--- src/rtl/scmp_status_reg.sv ---
// SC/MP status register: ALU flag write-back, CAS load, interrupt enable,
// sense-pin synchronisers and the interrupt request.
module scmp_status_reg #(
    parameter int SYNC_STAGES = 2
) (
    input  logic       clk_i,
    input  logic       rst_i,
    input  logic       upd_cy_i,
    input  logic       upd_ov_i,
    input  logic       alu_cy_i,
    input  logic       alu_hcy_i,
    input  logic       alu_ov_i,
    input  logic       sr_wr_i,
    input  logic [7:0] sr_d_i,
    input  logic       ien_i,
    input  logic       dint_i,
    input  logic       irq_ack_i,
    input  logic       sense_a_i,
    input  logic       sense_b_i,
    output logic [7:0] sr_o,
    output logic       cy_o,
    output logic       ov_o,
    output logic       hcy_o,
    output logic [2:0] flags_o,
    output logic       irq_o
);

    logic                   cy_q, cy_d;
    logic                   ov_q, ov_d;
    logic                   hcy_q, hcy_d;
    logic                   ie_q, ie_d;
    logic [2:0]             f_q, f_d;
    logic [SYNC_STAGES-1:0] sa_sync_q, sb_sync_q;
    logic                   sa, sb;

    // ALU strobes override the CAS value bit by bit; IE follows its own priority.
    always_comb begin
        // NOTE: every _d gets its hold value first so no path leaves it unassigned (no latch).
        cy_d  = cy_q;
        ov_d  = ov_q;
        hcy_d = hcy_q;
        f_d   = f_q;
        ie_d  = ie_q;

        if (sr_wr_i) begin
            cy_d  = sr_d_i[7];
            ov_d  = sr_d_i[6];
            hcy_d = 1'b0;
            f_d   = sr_d_i[2:0];
        end
        if (upd_cy_i) begin
            cy_d  = alu_cy_i;
            hcy_d = alu_hcy_i;
        end
        if (upd_ov_i) begin
            ov_d = alu_ov_i;
        end

        if (irq_ack_i || dint_i) begin
            ie_d = 1'b0;
        end else if (ien_i) begin
            ie_d = 1'b1;
        end else if (sr_wr_i) begin
            ie_d = sr_d_i[3];
        end
    end

    always_ff @(posedge clk_i) begin
        // NOTE: sequential state uses non-blocking assignments so every flop samples pre-edge values.
        if (rst_i) begin
            cy_q      <= 1'b0;
            ov_q      <= 1'b0;
            hcy_q     <= 1'b0;
            ie_q      <= 1'b0;
            f_q       <= '0;
            // NOTE: synchroniser flops are reset too, so stale pin history cannot raise irq after reset.
            sa_sync_q <= '0;
            sb_sync_q <= '0;
        end else begin
            cy_q      <= cy_d;
            ov_q      <= ov_d;
            hcy_q     <= hcy_d;
            ie_q      <= ie_d;
            f_q       <= f_d;
            sa_sync_q <= {sa_sync_q[SYNC_STAGES-2:0], sense_a_i};
            sb_sync_q <= {sb_sync_q[SYNC_STAGES-2:0], sense_b_i};
        end
    end

    assign sa      = sa_sync_q[SYNC_STAGES-1];
    assign sb      = sb_sync_q[SYNC_STAGES-1];

    assign sr_o    = {cy_q, ov_q, sb, sa, ie_q, f_q};
    assign cy_o    = cy_q;
    assign ov_o    = ov_q;
    assign hcy_o   = hcy_q;
    assign flags_o = f_q;
    assign irq_o   = ie_q & sa;

endmodule

--- config.mk ---
export PLATFORM = sky130hd
export DESIGN_NAME = scmp_status_reg
export DESIGN_NICKNAME = d
export VERILOG_FILES = /design/src/rtl/scmp_status_reg.sv
export SDC_FILE = /design/constraint.sdc
export NUM_CORES = 1
export LEC_CHECK = 0
export ABC_AREA = 0
export CAP_MARGIN = 30
export CORE_MARGIN = 1
export CORE_UTILIZATION = 33
export CTS_BUF_LIST = sky130_fd_sc_hd__clkbuf_8
export CTS_CLUSTER_DIAMETER = 60
export DETAILED_ROUTE_END_ITERATION = 8
export GPL_TIMING_DRIVEN = 1
export HOLD_SLACK_MARGIN = 0.12
export PLACE_DENSITY_LB_ADDON = 0.08
export SLEW_MARGIN = 20
export SYNTH_ARGS = -nofsm -noshare
export SYNTH_HDL_FRONTEND = slang
export SYNTH_SLANG_ARGS = --single-unit
--- constraint.sdc ---
create_clock -name clk_i -period 1 [get_ports clk_i]
set_input_delay 0.1 -clock clk_i [delete_from_list [all_inputs] [get_ports clk_i]]
set_output_delay 0.1 -clock clk_i [all_outputs]
set_load 0.03 [all_outputs]
==> summary.md <==
| Metric | Value |
|---|---|
| Clk sink count | 11 |
| Detailed Route WL | about 880 um |
| Synthesized instance count | 46 |
| Gpl congestion | roughly 0.58 |
| PD cells | 1460 mW/mm2 |
| Slew HR | between 80% and 90% |
| Layout area overhead | 65.6% |
| Syn nets | 67 |
| Peak VDD IR | 0.00101 V |
| Critical Path Sink | irq_o |
| YS warnings | 0 |
| Vias/cell | between 4 and 5 |
| First-pass GRT wire length | 1230 um |
| Clock share of power | 36.2% |
| Worst Setup Start Kind | flop |
| Status | finished, final reports clean |
| Num rows | 13 |
| Final Hold Viols | 0 |
| Nets | ~100 |
| Metal3 WL | 101 um |
| WL/cell | ~9.6 um |
| Number of I/O port buffers | 33 |
| Longest Clk Path Bufs | 2 |
| DR iter-0 viols | 1 |
| TritonCTS Buffers | 3 |
| Core Footprint | roughly 0.0013 mm2 |
| Clk pin slew, worst setup/hold paths | approximately 0.050 ns |
| Worst setup startpoint | ie_q |
| Fin crit period | between 0.9 and 1 ns |
| Vias in the first global route | slightly above 300 |
| Comb pwr share | a little over a fifth |
| Initial Util | between 30% and 40% |
| Total track usage | 12.3% |
| P_int | about 860 uW |
| RSZ-0062 raised after global routing | no |
| Psw | between 200 and 300 uW |
| FF-to-FF End | hcy_o |
| Reg-to-Reg Start | hcy_o |
| Leakage | between 0.3 and 0.4 nW |
| GRT overflow | 0 |
| Final setup viols | 0 |
| Worst R2R Setup Slack | 0.13 ns |
| Initial antenna violation count | 0 |
| Largest net degree at the start of global routing | 11 |
| R2r worst-path depth | 2 |
| Arr. time, crit path | approximately 0.84 ns |
| Type of the worst setup path | reg -> out |
| Sw Share | 24.0% |
| Syn Area/Cell | around 10 um2 |
| Post-Syn Area | approximately 470 um2 |
| Sequential group share of total power | between 40% and 50% |
| Sequential fraction of the synthesis area | a little under half |
| Die H | 39.7 um |
| N_diodes | 0 |
| Die Wd | just under 40 um |
| Met1 WL | about 370 um |
| Post-synth cell types | 14 |
| Boundary Pins | 36 |
| CTS tree | built |
| Layout cells sized above 1 | between 30% and 40% |
| #FFs+latches synth | 11 |
| Largest cells by area after synthesis | dfxtp_1 (47%), mux2i_1 (13%), buf_4 (13%) |
| Share of the synthesized area in the top cell type | roughly 47% |
| Top sig layer | met4 |
| Crit. End Element | primary output |
| Cell taking the most area after synthesis | dfxtp_1 |
| Max Cap Viol | 0 |
| DIE AREA | 0.00158 mm2 |
| H-tree levels | 1 |
| DRC | 0 |
| CP Max Fanout | 3 |
| Fraction of the cycle the final worst path needs | a little over nine tenths |
| Hold_ws | roughly 0.28 ns |
| Final Max Tran Viols | 0 |
| Drt pass-1 iters | 3 |
| Final Power | roughly 1.1 mW |
| Post-detailed-placement half-perimeter wirelength | about 740 um |
| CTS Root Cell | clkbuf_8 |
| Routed vias | between 300 and 400 |
| Worst path required time | about 0.9 ns |
| Antenna-violating nets left | 0 |
| Worst-margin pin slew | 0.238 ns |
| Clock Skews | 0.0000364 ns |
| Fmax | around 1.1 GHz |
| Hold Crit Class | in -> reg |
| Metal2 WL | approximately 400 um |
| Clock latency on the worst-skew pair | roughly 0.23 ns |
[placed cells by master, fill, tap and decap left out, drive strengths merged]
cell type      instances
mux2i                  6
clkdlybuf4s50         17
dlymetal6s2s           1
or3b                   1
nor2                   3
inv                    4
a21oi                  1
nand2                  1
and2                   1
clkbuf                 3
buf                   18
dfxtp                 11
nor2b                  6
a2111oi                1
a211oi                 2
[worst min-delay path by stage]
| stage | start | to | slack [ns] | cells past startpoint |
|---|---|---|---|---|
| floorplan | dint_i | ie_q | 0.17 | 1 |
| global placement | sa_sync_q[0] | sa_sync_q[1] | 0.42 | 1 |
| detailed placement | sa_sync_q[0] | sa_sync_q[1] | 0.42 | 1 |
| CTS | alu_hcy_i | hcy_o | 0.43 | 3 |
| global route | sr_wr_i | hcy_o | 0.31 | 3 |
| finish | sr_wr_i | hcy_o | 0.28 | 3 |
[kinds of logic (layout without fill, tap and decap cells)]
kind of cell / after synthesis / count (layout) / share of synthesized area [%]
DFF: 11 / 11 / 46.9
AOI/OAI and AO/OA: 4 / 4 / 7.46
and+or+nand+nor: 12 / 12 / 14.4
buffers and inverters: 13 / 43 / 18.4
muxes: 6 / 6 / 12.8
[worst max-delay path, stage by stage, from the launching register on]
cell and delay [ns]:
dfxtp_1 0.34, and2_1 0.12, buf_4 0.15
[power by group through the flow]
stage / sequential, mW / combinational, mW / clock [mW]
after global placement: 0.486 / 0.250 / 0
after CTS: 0.479 / 0.252 / 0.421
final: 0.478 / 0.248 / 0.412
after detailed placement: 0.487 / 0.251 / 0
after global routing: 0.480 / 0.265 / 0.452
after floorplan: 0.514 / 0.111 / 0
[per-layer routing]
layer	track usage, %	up-vias
met3	3.98	2
met5	0	-
met4	7.76	0
met2	20.1	25
li1	-	200
met1	13.5	168
[area by class of cell]
class,count,area (um2)
clock buffers,3,41.3
clock inverters,1,3.75
fillers,126,541
inverters,3,11.3
multi-input cells,22,163
flip-flops and latches,11,221
well taps,15,18.8
repair buffers,36,318
[timing repair]
action,in CTS,in global routing
resized for setup,0,1
setup endpoints to repair,0,5
hold endpoints to repair,0,0
hold buffers,0,0
buffers inserted,0,0
[Yosys cell counts, drive strengths merged]
cell type / count
and2: 1
a21oi: 1
dfxtp: 11
or3b: 1
buf: 9
nor2: 3
a2111oi: 1
nand2: 1
nor2b: 6
mux2i: 6
clkbuf: 1
a211oi: 2
inv: 3
[registers in the layout, summed over array words and instances (netlist names)]
name,flops
cy_o,1
flags_o,3
hcy_o,1
ie_q,1
ov_o,1
sa_sync_q,2
sb_sync_q,2
[through the flow]
stage | area, um2 | setup WS (ns) | instances | util [%] | TNS, ns
floorplan | 470 | 0.0541 | 46 | - | 0
global route | 777 | 0.0279 | 91 | 59.0 | 0
CTS | 774 | 0.00801 | 91 | 58.8 | 0
finish | 777 | 0.0630 | 91 | 59.0 | 0
global placement | 729 | -0.197 | 87 | 55.4 | -1.22
detailed placement | 729 | -0.220 | 87 | 55.4 | -1.38
Note: power is estimated with default switching activity, not from simulation.
